`src/rtl/cmp_serial_acc.sv`:
```
// Bit-serial magnitude comparator: folds one 2-bit digit verdict per accepted beat,
// MSB digit first, into the eq/lt/gt result for two 2*NDIG-bit operands.
module cmp_serial_acc #(
    parameter int unsigned NDIG = 4
) (
    input  logic clk,
    input  logic rst_n,
    input  logic start,
    input  logic in_valid,
    input  logic dig_eq,
    input  logic dig_lt,
    input  logic dig_gt,
    output logic in_ready,
    output logic busy,
    output logic done,
    output logic eq,
    output logic lt,
    output logic gt,
    output logic err
);

    localparam int unsigned CNT_W = $clog2(NDIG + 1);
    localparam logic [CNT_W-1:0] LAST_CNT = CNT_W'(NDIG - 1);

    typedef enum logic [1:0] {
        S_IDLE = 2'd0,
        S_RUN  = 2'd1,
        S_DONE = 2'd2
    } state_t;

    state_t           state_q, state_d;
    logic [CNT_W-1:0] count_q, count_d;
    logic             decided_q, decided_d;
    logic             lt_r_q, lt_r_d;
    logic             gt_r_q, gt_r_d;
    logic             busy_q, busy_d;
    logic             done_q, done_d;
    logic             eq_q, eq_d;
    logic             lt_q, lt_d;
    logic             gt_q, gt_d;
    logic             err_q, err_d;

    logic             onehot_c;
    logic             accept_c;
    logic             dlt_c;
    logic             dgt_c;

    always_ff @(posedge clk or negedge rst_n) begin
        if (!rst_n) begin
            state_q   <= S_IDLE;
            count_q   <= '0;
            decided_q <= 1'b0;
            lt_r_q    <= 1'b0;
            gt_r_q    <= 1'b0;
            busy_q    <= 1'b0;
            done_q    <= 1'b0;
            eq_q      <= 1'b0;
            lt_q      <= 1'b0;
            gt_q      <= 1'b0;
            err_q     <= 1'b0;
        end else begin
            state_q   <= state_d;
            count_q   <= count_d;
            decided_q <= decided_d;
            lt_r_q    <= lt_r_d;
            gt_r_q    <= gt_r_d;
            busy_q    <= busy_d;
            done_q    <= done_d;
            eq_q      <= eq_d;
            lt_q      <= lt_d;
            gt_q      <= gt_d;
            err_q     <= err_d;
        end
    end

    // Malformed (non one-hot) digits count as equal and only raise err.
    always_comb begin
        state_d   = state_q;
        count_d   = count_q;
        decided_d = decided_q;
        lt_r_d    = lt_r_q;
        gt_r_d    = gt_r_q;
        done_d    = 1'b0;
        eq_d      = eq_q;
        lt_d      = lt_q;
        gt_d      = gt_q;
        err_d     = err_q;

        onehot_c = (dig_eq & ~dig_lt & ~dig_gt) |
                   (~dig_eq & dig_lt & ~dig_gt) |
                   (~dig_eq & ~dig_lt & dig_gt);
        accept_c = in_valid & (state_q == S_RUN) & ~start;
        dlt_c    = onehot_c & dig_lt;
        dgt_c    = onehot_c & dig_gt;

        if (start) begin
            state_d   = S_RUN;
            count_d   = '0;
            decided_d = 1'b0;
            lt_r_d    = 1'b0;
            gt_r_d    = 1'b0;
            eq_d      = 1'b0;
            lt_d      = 1'b0;
            gt_d      = 1'b0;
            err_d     = 1'b0;
        end else if (accept_c) begin
            count_d = count_q + CNT_W'(1);
            if (!onehot_c) begin
                err_d = 1'b1;
            end
            if (!decided_q && (dlt_c || dgt_c)) begin
                decided_d = 1'b1;
                lt_r_d    = dlt_c;
                gt_r_d    = dgt_c;
            end
            if (count_q == LAST_CNT) begin
                state_d = S_DONE;
                done_d  = 1'b1;
                eq_d    = ~decided_d;
                lt_d    = lt_r_d;
                gt_d    = gt_r_d;
            end
        end

        busy_d = (state_d == S_RUN);
    end

    assign in_ready = busy_q;
    assign busy     = busy_q;
    assign done     = done_q;
    assign eq       = eq_q;
    assign lt       = lt_q;
    assign gt       = gt_q;
    assign err      = err_q;

endmodule

```
`config.mk`:
```
export PLATFORM = sky130hd
export DESIGN_NAME = cmp_serial_acc
export DESIGN_NICKNAME = d
export VERILOG_FILES = /design/src/rtl/cmp_serial_acc.sv
export SDC_FILE = /design/constraint.sdc
export NUM_CORES = 1
export LEC_CHECK = 0
export BUFFER_PORTS_ARGS = -buffer_cell sky130_fd_sc_hd__buf_2
export CELL_PAD_IN_SITES_DETAIL_PLACEMENT = 1
export CELL_PAD_IN_SITES_GLOBAL_PLACEMENT = 1
export CORE_AREA = 5 5 47 49
export CTS_CLUSTER_SIZE = 20
export DETAILED_ROUTE_END_ITERATION = 8
export DIE_AREA = 0 0 52 54
export PLACE_DENSITY = 0.76
export RECOVER_POWER = 100
export SLEW_MARGIN = 30
export SYNTH_ARGS = -nofsm -noshare
export SYNTH_HDL_FRONTEND = slang
export SYNTH_SLANG_ARGS = --single-unit
```
`constraint.sdc`:
```
create_clock -name clk -period 2.4 [get_ports clk]
set_input_delay 0.12 -clock clk [delete_from_list [all_inputs] [get_ports clk]]
set_output_delay 0.12 -clock clk [all_outputs]
set_load 0.01 [all_outputs]
```
==> flow_metrics.tcl, run 1 <==
set metrics [dict create \
    outcome "finished, final reports clean" \
    crit_family "compound AO/OA/AOI/OAI gates" \
    critPathRequiredTime_ns 2.56 \
    reg2reg_from "count_q[0]" \
    yosys.area.top_type "dfrtp_1" \
    synthCells 66 \
    syn_nets 75 \
    power_frac_seq_pct 52.7 \
    place_congestion 0.727 \
    cp_data_arrival_time_ns 1.75 \
    setup.worst_path.start_class "register" \
    numPlacedInstances 103 \
    fin_crit_sh_pct 66.2 \
    netlist_area_um2 703 \
    critPathMaxFanout 9 \
    clock_latency_ns 0.28 \
    fmax_mhz 630 \
    critical-path-max-stage-delay_ns 0.46 \
    grt_pass1_wl_mm 2.37 \
    clock_sinks 14 \
    synth_top_area_share_pct 49.8 \
    synth_cell_type_count 29 \
    max-clock-path-buffers 2 \
    rsz0062_at_grt "false" \
    finalPower_mw 0.479 \
    wl_per_cell_um 13.2 \
    nNetsFinal 91 \
    post-route-util_pct 43.4 \
    fp.dieArea_mm2 0.00281 \
    grt_pass1_vias 523 \
    ys_seq_area_share_pct 49.8 \
    synth.avg_cell_area_um2 10.7 \
    cts_root_buffer "clkbuf_4" \
    antenna_found_initial 0 \
    drt_pass1_iterations 2 \
    worst_slew_margin_rel_pct 52.0 \
    synthTopCellsByArea "dfrtp_1, o41ai_2, ha_1" \
    ff_latch_area_um2 350 \
    p_clk_share_pct 35.2 \
    p_per_area_mw_per_mm2 606 \
    cp_cell_sequence "ha_1, ha_1, nand4b_1, o41ai_1" \
    yosysMostFrequentCell "dfrtp_1" \
    diodes 0 \
    switching_share_pct 24.9 \
    yosys_warnings 0 \
    vias 528 \
    grt_max_degree 15 \
    p_comb_share_pct 12.1 \
    leakagePower_nw 0.347 \
    setup_violations 0 \
    finalSetupTns_ns 0 \
    cp.buffers_inverters 0 \
    crit_path_start "count_q[0]" \
    layout-drive-gt1-share_pct 14.8 \
    final_cells 108 \
    htreeDepth 1 \
    cpMostUsedCell "ha_1" \
    critPathCaptureType "register" \
    cts_tree "done" \
    synth-main-ff-cell "dfrtp_1" \
    grt-ovfl-total 0 \
    rows 16 \
    drv_cap 0 \
    finalWirelength_mm 1.42 \
    clk_pin_slew_ns 0.08 \
    drc 0 \
    min_path_type "primary input to register" \
    switchingPower_mw 0.120 \
    multi_input_area_um2 283 \
    max-vdd-ir-drop_v 0.000298 \
    p_int_mw 0.360 \
    track_usage_pct 12.0 \
    synth_edf_count 0 \
    ios 14 \
    dp_hpwl_mm 1.06 \
    synthTopCellsByCount "dfrtp_1, inv_1, nand2_1, nor2_1, nand3_1" \
    fill_cells 217 \
    fp.dieH_um 54 \
    worstHoldStart "start" \
    cts_buffers 3 \
    final_area_um2 791 \
    placed_area_um2 786 \
    die_w_um 52 \
    clock_skew_ns 0.000249 \
    ant_nets 0 \
    final.min_clock_period_ns 1.59 \
    hold_violations 0 \
    drt-vias-per-instance 4.89 \
    finalMaxSlewViolations 0 \
    start_util_pct 38.6 \
    drt_iter0_drc 1 \
    area_delta_synth_final_pct 12.5 \
    worst_pin_slew_ns 0.719 \
    cp_slowest_cell "o41ai_1" \
    ys_ff_latch 14 \
    port_buffers 13 \
    cts_resized 0 \
    core_mm2 0.00182 \
    worstSetupPathType "register to register" \
    async_reset_ff_share_pct 100 \
]
-- kinds of logic after synthesis --
group,Yosys count,share of synthesized area (%)
compound gates,17,19.8
xor+xnor,3,3.74
fa+ha+maj,2,3.56
buf+inv,9,5.51
flops,14,49.8
simple gates,21,17.6
-- repair_timing --
| item | in CTS | in global routing |
|---|---|---|
| setup endpoints to repair | 0 | 0 |
| endpoints found under the hold margin | 14 | 0 |
| hold buffers | 1 | 0 |
| setup buffers | 0 | 0 |
-- sequential cells by signal (all words and copies together), names as in the netlist --
register	flops
lt_r_q	1
decided_q	1
count_q	3
busy	1
done	1
eq	1
gt_r_q	1
err	1
state_q	2
lt	1
gt	1
-- per-stage QoR --
stage / hold WS, ns / worst slack (ns)
2_1_floorplan: -0.176 / 1.07
3_3_place_gp: 0.0278 / 1.03
3_5_place_dp: 0.0273 / 0.964
4_1_cts: 0.176 / 0.949
5_1_grt: 0.155 / 0.619
6_report: 0.166 / 0.811
-- power groups by stage --
| stage | combinational, mW | clock [mW] | sequential (mW) |
|---|---|---|---|
| 2_1_floorplan | 0.0362 | 0 | 0.257 |
| 3_3_place_gp | 0.0597 | 0 | 0.257 |
| 3_5_place_dp | 0.0615 | 0 | 0.258 |
| 4_1_cts | 0.0633 | 0.175 | 0.253 |
| 5_1_grt | 0.0665 | 0.189 | 0.254 |
| 6_report | 0.0580 | 0.168 | 0.253 |
-- area by class of cell --
cell class | instances | area share [%]
Clock buffer | 4 | 4.59
Inverter | 6 | 2.85
Multi-Input combinational cell | 43 | 35.8
Sequential cell | 14 | 44.3
Tap cell | 27 | 4.27
Timing Repair Buffer | 14 | 8.23
-- worst paths after layout --
| kind | endpoint | slack, ns | depth (start not counted) |
|---|---|---|---|
| min in group asynchronous | count_q[0] | 0.40 | 2 |
| hold / removal | eq | 0.17 | 2 |
| setup / recovery | lt | 0.81 | 4 |
| setup reg to reg | lt | 0.81 | 4 |
| max in group asynchronous | err | 1.55 | 2 |
| hold reg to reg | err | 0.52 | 1 |
-- worst register-to-register path: cells and delay by family (launching register included) --
family / cells / cell delay [ns]
flops: 1 / 0.38
compound gates: 1 / 0.46
fa+ha+maj: 2 / 0.33
simple gates: 1 / 0.31
-- metal layers --
| metal | track usage, % | wire length [um] | share of wire, % |
|---|---|---|---|
| met5 | 0 | 0 | 0 |
| met3 | 3.05 | 53 | 3.7 |
| met2 | 19.7 | 680 | 48 |
| met4 | 7.86 | 13 | 0.91 |
| met1 | 13.8 | 675 | 47 |
-- placed cells by master, fill, tap and decap left out, drive strengths merged --
cell,synthesis,final
dfrtp,14,14
inv,6,6
clkbuf,1,12
o31a,1,1
a31oi,1,1
o41ai,2,2
xor2,2,2
nand4b,1,1
nor2,6,6
a211o,1,1
a211oi,1,1
and3b,1,1
ha,2,2
a31o,1,1
buf,2,5
dlygate4sd3,0,1
o31ai,2,2
xnor2,1,1
nand2,6,6
o21a,1,1
a22o,1,1
o22ai,1,1
nand3b,1,1
o21ai,2,2
nor3b,1,1
nor3,1,1
nand3,4,4
a21oi,3,3
Note: power is estimated with default switching activity, not from simulation.
==> run 2: changes to the inputs <==
ABC_AREA = 1   (was unset)
CORE_AREA = 5 5 49 51   (was 5 5 47 49)
DIE_AREA = 0 0 54 56   (was 0 0 52 54)
PLACE_DENSITY = 0.7   (was 0.76)
clock period = 1.5 ns   (was 2.4 ns; I/O delays follow)
==> run 2 against run 1 <==
Against the previous run:
- first-iteration DRC count unchanged
- critical path depth up 3
- sequential power up 60%
- via count up 6.8%
- clock power up 23%
- clock skew about the same
- combinational power up 60%
- design area down 3.5%
- maximum frequency up 25%
- die area up 7.7%
- core utilization down 3.3 points
- largest cell class unchanged
==> flow_metrics.tcl, run 2 <==
set metrics [dict create \
    outcome "finished, final reports clean" \
    grt_max_degree 15 \
    nNetsFinal 105 \
    layout-drive-gt1-share_pct 12.8 \
    track_usage_pct 10.7 \
    drt_iter0_drc 1 \
    netlist_area_um2 669 \
    clock_skew_ns 0.000634 \
    wl_met2_um 560 \
    yosysMostFrequentCell "nand2_1" \
    finalSetupTns_ns 0 \
    worst_slew_margin_rel_pct 51.5 \
    diodes 0 \
    place_congestion 0.761 \
    clk_pin_slew_ns 0.08 \
    clock_sinks 14 \
    start_util_pct 35.2 \
    max_flop_register "count_q" \
    cts_resized 0 \
    setup.worst_path.start_class "register" \
    switchingPower_mw 0.184 \
    largestRegisters "count_q: 3 flops, state_q: 2 flops" \
    whs_ns 0.0265 \
    max-vdd-ir-drop_v 0.000496 \
    vias 564 \
    p_clk_share_pct 29.3 \
    ios 14 \
    synthCells 78 \
    critPathMaxFanout 4 \
    fill_cells 245 \
    fp.dieArea_mm2 0.00302 \
    drv_cap 0 \
    top_layer "met4" \
    yosys_warnings 0 \
    power_frac_seq_pct 57.4 \
    synth.avg_cell_area_um2 8.58 \
    wl_met3_um 90 \
    fp.dieH_um 56 \
    die_w_um 54 \
    m1WireLength_um 685 \
    hold_violations 0 \
    htreeDepth 1 \
    cts_tree "done" \
    core_mm2 0.00190 \
    synthTopCellsByCount "nand2_1, dfrtp_1, inv_1" \
    final.min_clock_period_ns 1.27 \
    dp_hpwl_mm 1.10 \
    hold-path-cell-count 2 \
    ys_seq_area_share_pct 52.3 \
    hold_buffers 1 \
    synthTopCellsByArea "dfrtp_1, nand2_1, nand3_1" \
    largest_reg_flops 3 \
    p_comb_share_pct 13.2 \
    setup_violations 0 \
    rows 16 \
    multi_input_area_um2 239 \
    finalWirelength_mm 1.38 \
    synth_top_area_share_pct 52.3 \
    wl_per_cell_um 11.4 \
    grt_pass1_vias 532 \
    leakagePower_nw 0.400 \
    drc 0 \
    dp_slack_ns 0.175 \
    rsz0062_at_grt "false" \
    synth_cell_type_count 16 \
    switching_share_pct 26.2 \
    antenna_found_initial 0 \
    p_int_mw 0.519 \
    ff_latch_area_um2 350 \
    cts_buffers 3 \
    worst_pin_slew_ns 0.727 \
    p_per_area_mw_per_mm2 921 \
    port_buffers 13 \
    ys_ff_latch 14 \
    fmax_mhz 786 \
    area_delta_synth_final_pct 14.0 \
    ff2ff_path_depth 7 \
    cts_root_buffer "clkbuf_4" \
    drt_pass1_iterations 3 \
    critPathRequiredTime_ns 1.72 \
    layout_commonest_cell "nand2_1" \
    clock_latency_ns 0.27 \
    yosys.area.top_type "dfrtp_1" \
    ant_nets 0 \
    critPathCaptureType "register" \
    finalMaxSlewViolations 0 \
    synth-main-ff-cell "dfrtp_1" \
    grt-ovfl-total 0 \
    drt-vias-per-instance 4.66 \
    min_path_type "primary input to register" \
    fin_crit_sh_pct 84.8 \
    post_cts_buffers 0 \
    worstSetupPathType "register to register" \
    final_cell_mix "nand2_1, dfrtp_1, inv_1, nand3_1, clkbuf_1" \
    max-clock-path-buffers 2 \
    synth_edf_count 0 \
    async_reset_ff_share_pct 100 \
    cp_data_arrival_time_ns 1.49 \
    syn_nets 87 \
    final.setup.worst_slack_ns 0.228 \
    grt_pass1_wl_mm 2.36 \
]
[run 2: cell count changes after synthesis, moves of 2 or more]
| cell | previous run | this run |
|---|---|---|
| nand2_1 | 6 | 20 |
| nand2_2 | 0 | 3 |
| o21ai_2 | 0 | 2 |
| nand3_1 | 4 | 10 |
| inv_1 | 6 | 13 |
| o41ai_2 | 2 | 0 |
| nor2_1 | 6 | 2 |
| xor2_1 | 2 | 0 |
| nor2_2 | 0 | 2 |
| o31ai_1 | 2 | 0 |
[run 2: routing by layer]
layer | up-vias | GRT usage, %
met5 | - | 0
met4 | 0 | 6.41
met3 | 5 | 2.95
met2 | 14 | 14.2
met1 | 261 | 15.1
li1 | 284 | -
[run 2: worst max-delay path, cell delays in order, from the launching register on]
cell and delay, ns:
dfrtp_1 0.40, ha_1 0.20, ha_1 0.17, inv_1 0.09
o21ai_1 0.09, inv_1 0.12, nand2_1 0.07, nand2_1 0.07
[run 2: worst paths after layout]
kind                       slack, ns        from          to
min reg2reg                     0.48      lt_r_q      lt_r_q
min                             0.03       start         err
max                             0.23  count_q[0]          eq
max in group asynchronous       0.68       rst_n      gt_r_q
min in group asynchronous       0.36       rst_n  state_q[1]
max reg2reg                     0.23  count_q[0]          eq
[run 2: cells by family after synthesis]
| kind of cell | share of synthesized area, % |
|---|---|
| AOI/OAI and AO/OA | 8.79 |
| and+or+nand+nor | 26.2 |
| adders and majority gates | 3.74 |
| buffers and inverters | 8.97 |
| DFF | 52.3 |
[run 2: stage by stage]
step           power (mW)  cells  util [%]  cell area [um^2]
2_1_floorplan       0.471     78         -               669
3_3_place_gp        0.510    117      40.0               761
5_1_grt             0.749    121      40.1               763
6_report            0.703    121      40.1               763
3_5_place_dp        0.512    117      40.0               761
4_1_cts             0.722    121      41.7               793
[run 2: power groups by stage]
stage	combinational, mW	clock (mW)	sequential [mW]
2_1_floorplan	0.0572	0	0.414
3_3_place_gp	0.0988	0	0.411
3_5_place_dp	0.100	0	0.412
4_1_cts	0.103	0.216	0.404
5_1_grt	0.108	0.234	0.407
6_report	0.0929	0.206	0.404
[run 2: area by class of cell]
type                            instances  share of cell area [%]
Clock buffer                            3                    2.95
Multi-Input combinational cell         49                    31.3
Tap cell                               27                    4.43
Sequential cell                        14                    45.9
Timing Repair Buffer                   14                    8.52
Inverter                               14                    6.89
